--- src/rtl/fetch_unit_pkg.sv ---
// Shared pipeline definitions for the fetch stage and the IF/ID register.
// The IF/ID bundle type is also consumed by the decode stage.
package fetch_unit_pkg;

    localparam int               WORD     = 32;
    localparam logic [WORD-1:0]  NOP      = 32'h0000_0000;
    localparam logic [WORD-1:0]  RESET_PC = 32'h0000_0000;

    typedef struct packed {
        logic [WORD-1:0] instr;
        logic [WORD-1:0] pc4;
        logic            valid;
    } if_id_t;

    localparam if_id_t IF_ID_BUBBLE = '{instr: NOP, pc4: '0, valid: 1'b0};

    // j target: region bits come from the PC+4 of the jump itself
    function automatic logic [WORD-1:0] jump_target(input logic [3:0]  region,
                                                    input logic [25:0] index);
        return {region, index, 2'b00};
    endfunction

    function automatic logic [WORD-1:0] word_align(input logic [WORD-3:0] addr_hi);
        return {addr_hi, 2'b00};
    endfunction

endpackage

--- src/rtl/fetch_unit_if_id_reg.sv ---
// IF/ID pipeline register: hold keeps contents, flush loads a bubble.
// Hold has priority over flush so a stalled redirect is not consumed early.
module if_id_reg
    import fetch_unit_pkg::*;
(
    input  logic   clk,
    input  logic   rst,
    input  logic   hold,
    input  logic   flush,
    input  if_id_t d,
    output if_id_t q
);

    if_id_t if_id_q;
    if_id_t if_id_d;

    always_comb begin
        if_id_d = if_id_q;
        if (!hold) begin
            if (flush) if_id_d = IF_ID_BUBBLE;
            else       if_id_d = d;
        end
    end

    always_ff @(posedge clk) begin
        if (rst) if_id_q <= IF_ID_BUBBLE;
        else     if_id_q <= if_id_d;
    end

    assign q = if_id_q;

endmodule

--- src/rtl/fetch_unit.sv ---
// MIPS instruction-fetch stage: PC register, redirect mux and IF/ID capture.
// Optional FETCH_STATS_EN adds fetched/flushed event counters.
module fetch_unit
    import fetch_unit_pkg::*;
(
    input  logic            clk,
    input  logic            rst,
    input  logic            stall,
    input  logic            branch_taken,
    input  logic [WORD-1:0] branch_target,
    input  logic            jump,
    input  logic [25:0]     jump_index,
    output logic [WORD-1:0] instr_addr,
    input  logic [WORD-1:0] instr_in,
    output logic [WORD-1:0] if_id_instr,
    output logic [WORD-1:0] if_id_pc4,
    output logic            if_id_valid
`ifdef FETCH_STATS_EN
    ,
    output logic [31:0]     stat_fetched,
    output logic [31:0]     stat_flushed
`endif
);

    logic [WORD-1:0] pc_q;
    logic [WORD-1:0] pc_d;
    logic [WORD-1:0] pc4;
    logic            redirect;
    logic            advance;
    if_id_t          if_id_in;
    if_id_t          if_id_out;
    logic            unused_branch_lsbs;

    assign pc4      = pc_q + 32'd4;
    assign redirect = jump | branch_taken;
    assign advance  = !stall && !redirect;

    assign unused_branch_lsbs = ^branch_target[1:0];

    // Jump outranks branch when the decoder raises both
    always_comb begin
        pc_d = pc_q;
        if (!stall) begin
            if (jump)
                pc_d = jump_target(if_id_out.pc4[WORD-1:WORD-4], jump_index);
            else if (branch_taken)
                pc_d = word_align(branch_target[WORD-1:2]);
            else
                pc_d = pc4;
        end
    end

    always_ff @(posedge clk) begin
        if (rst) pc_q <= RESET_PC;
        else     pc_q <= pc_d;
    end

    always_comb begin
        if_id_in       = IF_ID_BUBBLE;
        if_id_in.instr = instr_in;
        if_id_in.pc4   = pc4;
        if_id_in.valid = 1'b1;
    end

    if_id_reg u_if_id_reg (
        .clk   (clk),
        .rst   (rst),
        .hold  (stall),
        .flush (redirect),
        .d     (if_id_in),
        .q     (if_id_out)
    );

    assign instr_addr  = pc_q;
    assign if_id_instr = if_id_out.instr;
    assign if_id_pc4   = if_id_out.pc4;
    assign if_id_valid = if_id_out.valid;

`ifdef FETCH_STATS_EN
    logic [31:0] fetched_q;
    logic [31:0] fetched_d;
    logic [31:0] flushed_q;
    logic [31:0] flushed_d;

    always_comb begin
        fetched_d = fetched_q;
        flushed_d = flushed_q;
        if (advance)             fetched_d = fetched_q + 32'd1;
        if (!stall && redirect)  flushed_d = flushed_q + 32'd1;
    end

    always_ff @(posedge clk) begin
        if (rst) begin
            fetched_q <= '0;
            flushed_q <= '0;
        end else begin
            fetched_q <= fetched_d;
            flushed_q <= flushed_d;
        end
    end

    assign stat_fetched = fetched_q;
    assign stat_flushed = flushed_q;
`else
    logic unused_advance;
    assign unused_advance = advance;
`endif

endmodule

--- config.mk ---
export PLATFORM = sky130hd
export DESIGN_NAME = fetch_unit
export DESIGN_NICKNAME = d
export VERILOG_FILES = /design/src/rtl/fetch_unit_pkg.sv /design/src/rtl/fetch_unit_if_id_reg.sv /design/src/rtl/fetch_unit.sv
export SDC_FILE = /design/constraint.sdc
export NUM_CORES = 1
export LEC_CHECK = 0
export CAP_MARGIN = 40
export CORE_MARGIN = 4
export CORE_UTILIZATION = 46
export DETAILED_ROUTE_END_ITERATION = 6
export PLACE_DENSITY = 0.92
export SETUP_SLACK_MARGIN = 0.15
export SLEW_MARGIN = 20
export SYNTH_ARGS = -nofsm -noshare
export SYNTH_HDL_FRONTEND = slang
export SYNTH_HIERARCHICAL = 1
export SYNTH_SLANG_ARGS = --single-unit
--- constraint.sdc ---
create_clock -name clk -period 3 [get_ports clk]
set_input_delay 0.6 -clock clk [delete_from_list [all_inputs] [get_ports clk]]
set_output_delay 0.6 -clock clk [all_outputs]
set_load 0.02 [all_outputs]
==> results.txt, run 1 <==
----------------------------------------------------
[Timing]
  Worst Skew ... 0.00383 ns
  Final hold violation count ... 0
  Max-slew headroom ... 54.9%
  Achievable Freq ... 429 MHz
  Final Hold Slack ... 0.453 ns
  Slew at the pin closest to its max-slew limit ... 0.670 ns
  Unrepaired setup endpoints after global routing ... false
  Final Max Tran Viols ... 0
  Number of failing setup endpoints in the final timing report ... 0
  Fraction of the cycle the final worst path needs ... 77.7%
  Final-layout setup total negative slack ... 0 ns
  Shortest period the worst path allows ... 2.33 ns

[Clock network]
  Number of gates resized after CTS ... 0
  Buffer count from post-CTS setup fixing ... 0
  Num Clock Sinks ... 95
  Post-CTS Hold Buffers ... 0
  Clk slew on worst S/H paths ... 0.07 ns
  Root Buffer ... clkbuf_16
  Number of H-tree branching levels ... 3
  Clock buffer depth ... 2
  Total CTS buffers ... 9
  TritonCTS clock tree ... built
  Clock network latency to the later pin of the worst-skew pair ... 0.34 ns

[Detailed routing]
  Count of TritonRoute iterations in the first routing pass ... 5
  Avg Vias per Cell ... 5.55
  Wire length the detailed router placed on met1 ... 6600 um
  Met2 layer wire length in the routed design ... 7530 um
  Remaining antenna violation count ... 0
  Routed wire length ... 16000 um
  Routed length on met3 ... 1450 um
  Total via count in the routed design ... 5176
  Topmost layer with routed signal wires ... met4
  Number of remaining DRC errors ... 0
  WL per Instance ... 17.1 um
  DR iter-0 viols ... 425

[Floorplan]
  Rows ... 39
  Area enclosed by the die boundary ... 13500 um^2
  Core Footprint ... 11500 um^2
  Die W ... 116 um
  DIE HEIGHT ... 116 um
  Number of primary I/O pins ... 192
  Initial Util ... 47.1%

[Pwr]
  Switching power ... 0.000846 W
  Power Internal ... 0.00234 W
  Leakage Power ... 2.67 nW
  Share of power burned in combinational logic ... 18.6%
  Maximum ir drop on the vdd rail ... 357 uV
  Clock network fraction of total power ... 38.5%
  Sw frac ... 26.6%
  Proportion of power drawn by flip-flops and latches ... 42.8%
  Power per cell area ... 419 nW/um^2

[GRT]
  Number of antenna violations at the first check in global routing ... 0
  Via count of the first global-routing pass ... 4785
  Overflow after GRT ... 0
  Global-route wire length before repair ... 24400 um
  GRT Total Usage ... 22.8%
  Pin count of the biggest net entering global routing ... 68

[Worst setup path]
  Largest stage delay on the critical path ... 0.62 ns
  Worst-path maximum fanout ... 9
  Worst setup EP type ... register
  Endpoint required time on the critical path ... 3.23 ns
  Kind of launch point of the worst setup path ... register
  Chain of cells forming the critical path ... nand4_1 > or4_4 > nor4_1 > mux2i_1 > o31ai_1
  Path type of the worst setup path ... reg2reg
  Critical path data arrival time ... 2.56 ns
  Worst-path cell with the longest stage delay ... nor4_1

[Cells and area]
  Layout net count ... 881
  Layout cells sized above 1 ... 13.8%
  Most used cells in the layout excluding fill and tap cells ... clkdlybuf4s50_1 (184), dfxtp_1 (95), nand2_1 (91)
  Layout overhead on the synthesized area ... 40.9%
  Utilization after layout ... 66.3%
  Most frequent standard cell in the layout excluding fill and tap cells ... clkdlybuf4s50_1
  Antenna Cells ... 0

[Placed design]
  Half-perimeter wire length after detailed placement ... 11400 um
  Number of I/O port buffers ... 187
  GPL Wtd Cong ... 0.886

[Logic synthesis]
  Synthesized flop and latch total ... 95
  Flip-flop cell with the highest count after synthesis ... dfxtp_1
  Netlist cell types ... 58
  Proportion of synthesized chip area in sequential cells ... 35.2%
  Syn avg cell area ... 8.69 um^2
  Count of synthesis-stage warnings from yosys ... 6
  Number of enable-type register cells in the synthesized netlist ... 0
  Netlist Area Pre-Place ... 5400 um^2
  Cell count after synthesis ... 621
  Share of flip-flops with an asynchronous set or reset after synthesis ... 0%

[Flow run]
  Count of max-cap constraint violations ... 0

[Min path]
  Worst min-delay path category ... reg2reg

[Status]
  Status ... complete, no violations

----------------------------------------------------
-- path summary, 6_finish.rpt --
kind	from	endpoint	slack [ns]	depth (start not counted)
setup / recovery	instr_addr[15]$_SDFFE_PP0N_	instr_addr[31]$_SDFFE_PP0N_	0.67	5
hold / removal	u_if_id_reg/q[63]$_SDFFE_PP0N_	u_if_id_reg/q[63]$_SDFFE_PP0N_	0.45	2
setup reg to reg	instr_addr[15]$_SDFFE_PP0N_	instr_addr[31]$_SDFFE_PP0N_	0.67	5
hold reg to reg	u_if_id_reg/q[63]$_SDFFE_PP0N_	u_if_id_reg/q[63]$_SDFFE_PP0N_	0.45	2
-- layer usage --
layer	vias up	global-route usage (%)
met5	-	0
met4	0	7.81
met3	26	5.28
met2	234	36.6
met1	2398	30.1
li1	2518	-
-- layout make-up --
class,count,area (um^2)
clock inverter,6,83.8
multi-input combinational,455,3130
timing repair buffer,202,2000
inverter,22,82.6
sequential,95,1900
clock buffer,10,229
tap,143,179
fill,908,3860
-- worst max-delay path: cells and delay by family, from the launching register on --
kind	cells	cell delay (ns)
simple gates	3	1.37
flops	1	0.51
mux	1	0.27
compound gates	1	0.07
-- registers in the layout, summed over array words and instances (netlist names) --
name	flops
instr_addr	30
u_if_id_reg/q	65
-- cells in the mapped netlist, types with 2 or more instances --
cell type	n	area share, %
o22ai_2	60	14
conb_1	2	0.14
a22oi_1	5	0.70
o21ai_0	15	1.4
clkbuf_1	23	1.6
and4_1	2	0.32
a31oi_1	2	0.23
o31a_1	2	0.32
nor2b_1	5	0.58
xnor2_1	17	2.8
inv_1	21	1.5
buf_4	7	0.97
a211oi_1	5	0.70
xor2_1	8	1.3
a2111oi_0	2	0.32
dfxtp_1	95	35
or4_4	2	0.42
o21a_1	5	0.70
o32ai_1	3	0.49
and2_1	2	0.23
and3_1	6	0.70
buf_6	9	1.9
nor3_1	12	1.1
nand2_1	91	6.3
nor3b_1	2	0.28
a221oi_1	8	1.3
o22ai_1	6	0.70
nor2_1	22	1.5
buf_1	5	0.35
a222oi_1	4	0.74
or2_2	6	0.70
a21oi_1	26	2.4
o31ai_1	4	0.56
nand4_1	6	0.70
a21o_1	2	0.28
a211o_1	3	0.49
or3_1	3	0.35
buf_2	8	0.74
mux2i_1	12	2.2
nor4_1	9	1.0
nand2b_1	68	7.9
nand3_1	10	0.93
-- cells by family after synthesis --
family	count (synthesis)	synth area share, %
other cells	2	0.139
mux	12	2.23
buf+inv	74	7.07
fa+ha+maj	1	0.232
flops	95	35.2
simple gates	252	24.4
xor+xnor	25	4.06
compound gates	160	26.7
-- stage by stage --
step / total power [W] / area, um^2 / instances / worst slack (ns)
CTS: 0.00319 / 7600 / 933 / 0.701
global route: 0.00330 / 7600 / 933 / 0.473
global placement: 0.00197 / 7270 / 916 / 0.531
finish: 0.00318 / 7600 / 933 / 0.670
detailed placement: 0.00198 / 7290 / 917 / 0.603
floorplan: 0.00171 / 5410 / 624 / 0.658
-- power groups by stage --
stage | combinational, W | sequential, W | clock, W
after global routing | 0.000635 | 0.00137 | 0.00130
after global placement | 0.000579 | 0.00139 | 0
after detailed placement | 0.000588 | 0.00139 | 0
final | 0.000592 | 0.00136 | 0.00123
after CTS | 0.000593 | 0.00136 | 0.00124
after floorplan | 0.000279 | 0.00143 | 0
No activity file was read; power rests on OpenSTA's default activity.
==> run 2, diff against run 1 <==
==> constraint.sdc (replaced) <==
create_clock -name clk -period 2.2 [get_ports clk]
set_input_delay 0.44 -clock clk [delete_from_list [all_inputs] [get_ports clk]]
set_output_delay 0.44 -clock clk [all_outputs]
set_load 0.02 [all_outputs]
==> run 2 against run 1 <==
Against the previous run:
- die area unchanged
- critical path type unchanged
- clock skew up 0.0039 ns
- fmax up 11%
==> results.txt, run 2 (synthesis gave the netlist of run 1 again) <==
----------------------------------------------------
[Cells and area]
  Filler cell count ... 841 (-7.4%)
  Layout overhead on the synthesized area ... 47.9%
  Area taken by multi-input logic gates ... 3160 um^2 (+1.0%)
  Largest register FFs ... 65 (unchanged)
  Utilization after layout ... 69.6% (+3.3 points)
  Layout net count ... 916 (+4.0%)
  Most used cells in the layout excluding fill and tap cells ... clkdlybuf4s50_1 (184), nand2_1 (90), dfxtp_1 (81)
  Post-layout instance area ... 7980 um^2 (+5.0%)
  Layout cells sized above 1 ... 19.9% (+6.1 points)
  Most frequent standard cell in the layout excluding fill and tap cells ... clkdlybuf4s50_1
  Area of all sequential standard cells ... 1940 um^2 (+2.0%)
  Final std cells w/o fill ... 969 (+3.9%)

[GRT]
  Pin count of the biggest net entering global routing ... 77 (+13%)
  Global-route wire length before repair ... 25400 um (+4.0%)
  GRT Total Usage ... 23.5% (+0.70 points)
  Number of antenna violations at the first check in global routing ... 0 (unchanged)
  Overflow after GRT ... 0 (unchanged)
  Via count of the first global-routing pass ... 5012 (+4.7%)

[Worst setup path]
  Worst reg-to-reg setup slack ... 0.11 ns (-0.57 ns)
  Worst-path maximum fanout ... 4 (-5)
  Kind of launch point of the worst setup path ... register
  Launch point of the worst reg-to-reg path ... instr_addr[12]$_SDFFE_PP0N_
  Worst-path cell with the longest stage delay ... or4_4
  Chain of cells forming the critical path ... nand4_4 > or4_4 > or3_2 > o31a_1 > o32ai_1
  Worst setup EP type ... register
  Path type of the worst setup path ... reg2reg
  End point of the critical path ... instr_addr[25]$_SDFFE_PP0N_
  CP Launch Point ... instr_addr[12]$_SDFFE_PP0N_
  Critical R2R Capture ... instr_addr[25]$_SDFFE_PP0N_
  Depth of the critical timing path with buffers and inverters included ... 5 (unchanged)
  FF-to-FF path depth ... 5 (unchanged)
  Worst Path Buf+Inv ... 0 (unchanged)
  Critical path data arrival time ... 2.33 ns (-0.23 ns)
  Kind of cell adding the most delay to the critical path ... simple AND/OR/NAND/NOR gates
  Endpoint required time on the critical path ... 2.44 ns (-0.79 ns)
  Largest stage delay on the critical path ... 0.55 ns (-0.07 ns)

[Clock network]
  Clk slew on worst S/H paths ... 0.07 ns (about the same)
  Root Buffer ... clkbuf_16
  Post-CTS Hold Buffers ... 0 (unchanged)
  TritonCTS clock tree ... built
  Number of H-tree branching levels ... 3 (unchanged)
  Clock network latency to the later pin of the worst-skew pair ... 0.34 ns (about the same)
  Total CTS buffers ... 9 (unchanged)
  Num Clock Sinks ... 95 (unchanged)
  Clock buffer depth ... 2 (unchanged)

[Detailed routing]
  WL per Instance ... 17.2 um (+0.38%)
  Number of remaining DRC errors ... 0 (unchanged)
  Total via count in the routed design ... 5390 (+4.1%)
  DR iter-0 viols ... 535 (+26%)
  Count of TritonRoute iterations in the first routing pass ... 5 (unchanged)
  Remaining antenna violation count ... 0 (unchanged)
  Avg Vias per Cell ... 5.56 (+0.27%)
  Routed wire length ... 16700 um (+4.3%)

[Timing]
  Number of failing setup endpoints in the final timing report ... 0 (unchanged)
  Max-slew headroom ... 58.7% (+3.7 points)
  Fraction of the cycle the final worst path needs ... 95.2% (+18 points)
  Final Max Tran Viols ... 0 (unchanged)
  Unrepaired setup endpoints after global routing ... true
  Slew at the pin closest to its max-slew limit ... 0.620 ns (-0.0500 ns)
  Worst Skew ... 0.00777 ns (+0.00394 ns)
  Final hold violation count ... 0 (unchanged)
  Achievable Freq ... 477 MHz (+11%)
  Shortest period the worst path allows ... 2.09 ns (-0.235 ns)
  Final Hold Slack ... 0.450 ns (-0.00370 ns)

[Floorplan]
  Die W ... 116 um (unchanged)
  Core Footprint ... 11500 um^2 (unchanged)
  Rows ... 39 (unchanged)
  Area enclosed by the die boundary ... 13500 um^2 (unchanged)
  Number of primary I/O pins ... 192 (unchanged)
  DIE HEIGHT ... 116 um (unchanged)
  Initial Util ... 47.1% (unchanged)

[Pwr]
  Leakage Power ... 2.88 nW (+7.9%)
  Post-layout power ... 0.00441 W (+39%)
  Maximum ir drop on the vdd rail ... 426 uV (+19%)
  Power per cell area ... 553 nW/um^2 (+32%)

[Placed design]
  Half-perimeter wire length after detailed placement ... 12000 um (+5.1%)
  Cell area after placement ... 7550 um^2 (+3.6%)
  GPL Wtd Cong ... 0.894 (+0.96%)
  Number of I/O port buffers ... 187 (unchanged)
  Number of instances in the placed design ... 943 (+2.8%)

[Status]
  Status ... complete, no violations

[Min path]
  Worst min-delay path category ... reg2reg

[Flow run]
  Count of max-cap constraint violations ... 0 (unchanged)

----------------------------------------------------
-- run 2: report_power, final --
part           internal (W)  switching [W]  leakage [nW]  total, W
clock              0.000988       0.000696         0.154   0.00168
combinational      0.000455       0.000434          1.95  0.000889
sequential          0.00178      0.0000607         0.781   0.00184
-- run 2: worst min-delay path by stage --
stage,from,end,depth (start not counted)
CTS,u_if_id_reg/q[63]$_SDFFE_PP0N_,u_if_id_reg/q[63]$_SDFFE_PP0N_,2
floorplan,instr_addr[14]$_SDFFE_PP0N_,instr_addr[14]$_SDFFE_PP0N_,2
global placement,u_if_id_reg/q[63]$_SDFFE_PP0N_,u_if_id_reg/q[63]$_SDFFE_PP0N_,2
global route,u_if_id_reg/q[63]$_SDFFE_PP0N_,u_if_id_reg/q[63]$_SDFFE_PP0N_,2
finish,u_if_id_reg/q[63]$_SDFFE_PP0N_,u_if_id_reg/q[63]$_SDFFE_PP0N_,2
detailed placement,u_if_id_reg/q[63]$_SDFFE_PP0N_,u_if_id_reg/q[63]$_SDFFE_PP0N_,2
-- run 2: through the flow --
stage,setup WS [ns],TNS (ns)
5_1_grt,0.0334,0
6_report,0.105,0
3_5_place_dp,-0.0575,-0.0684
3_3_place_gp,-0.0254,-0.0254
4_1_cts,0.106,0
2_1_floorplan,0.108,0
-- run 2: cell type report --
cell class                 count  area share [%]
antenna                        1          0.0313
clock buffer                  11            3.31
clock inverter                 5           0.784
inverter                      22            1.08
multi-input combinational    455            39.6
sequential                    95            24.3
tap                          143            2.24
timing repair buffer         237            28.7
-- run 2: what timing repair did --
item,CTS,global route
resized for setup,2,7
setup buffers,7,2
pin swaps,5,4
setup endpoints to repair,4,19
-- run 2: per-layer routing --
layer | global-route usage [%] | up-vias | routed length, um
li1 | - | 2597 | -
met3 | 3.94 | 39 | 1180
met5 | 0 | - | 0
met4 | 8.97 | 0 | 543
met1 | 32.4 | 2524 | 7240
met2 | 36.7 | 230 | 7690
-- run 2: worst min-delay path, stage by stage, from the launching register on --
cell     delay (ns)
dfxtp_1        0.31
nand2_1        0.05
a21oi_1        0.05
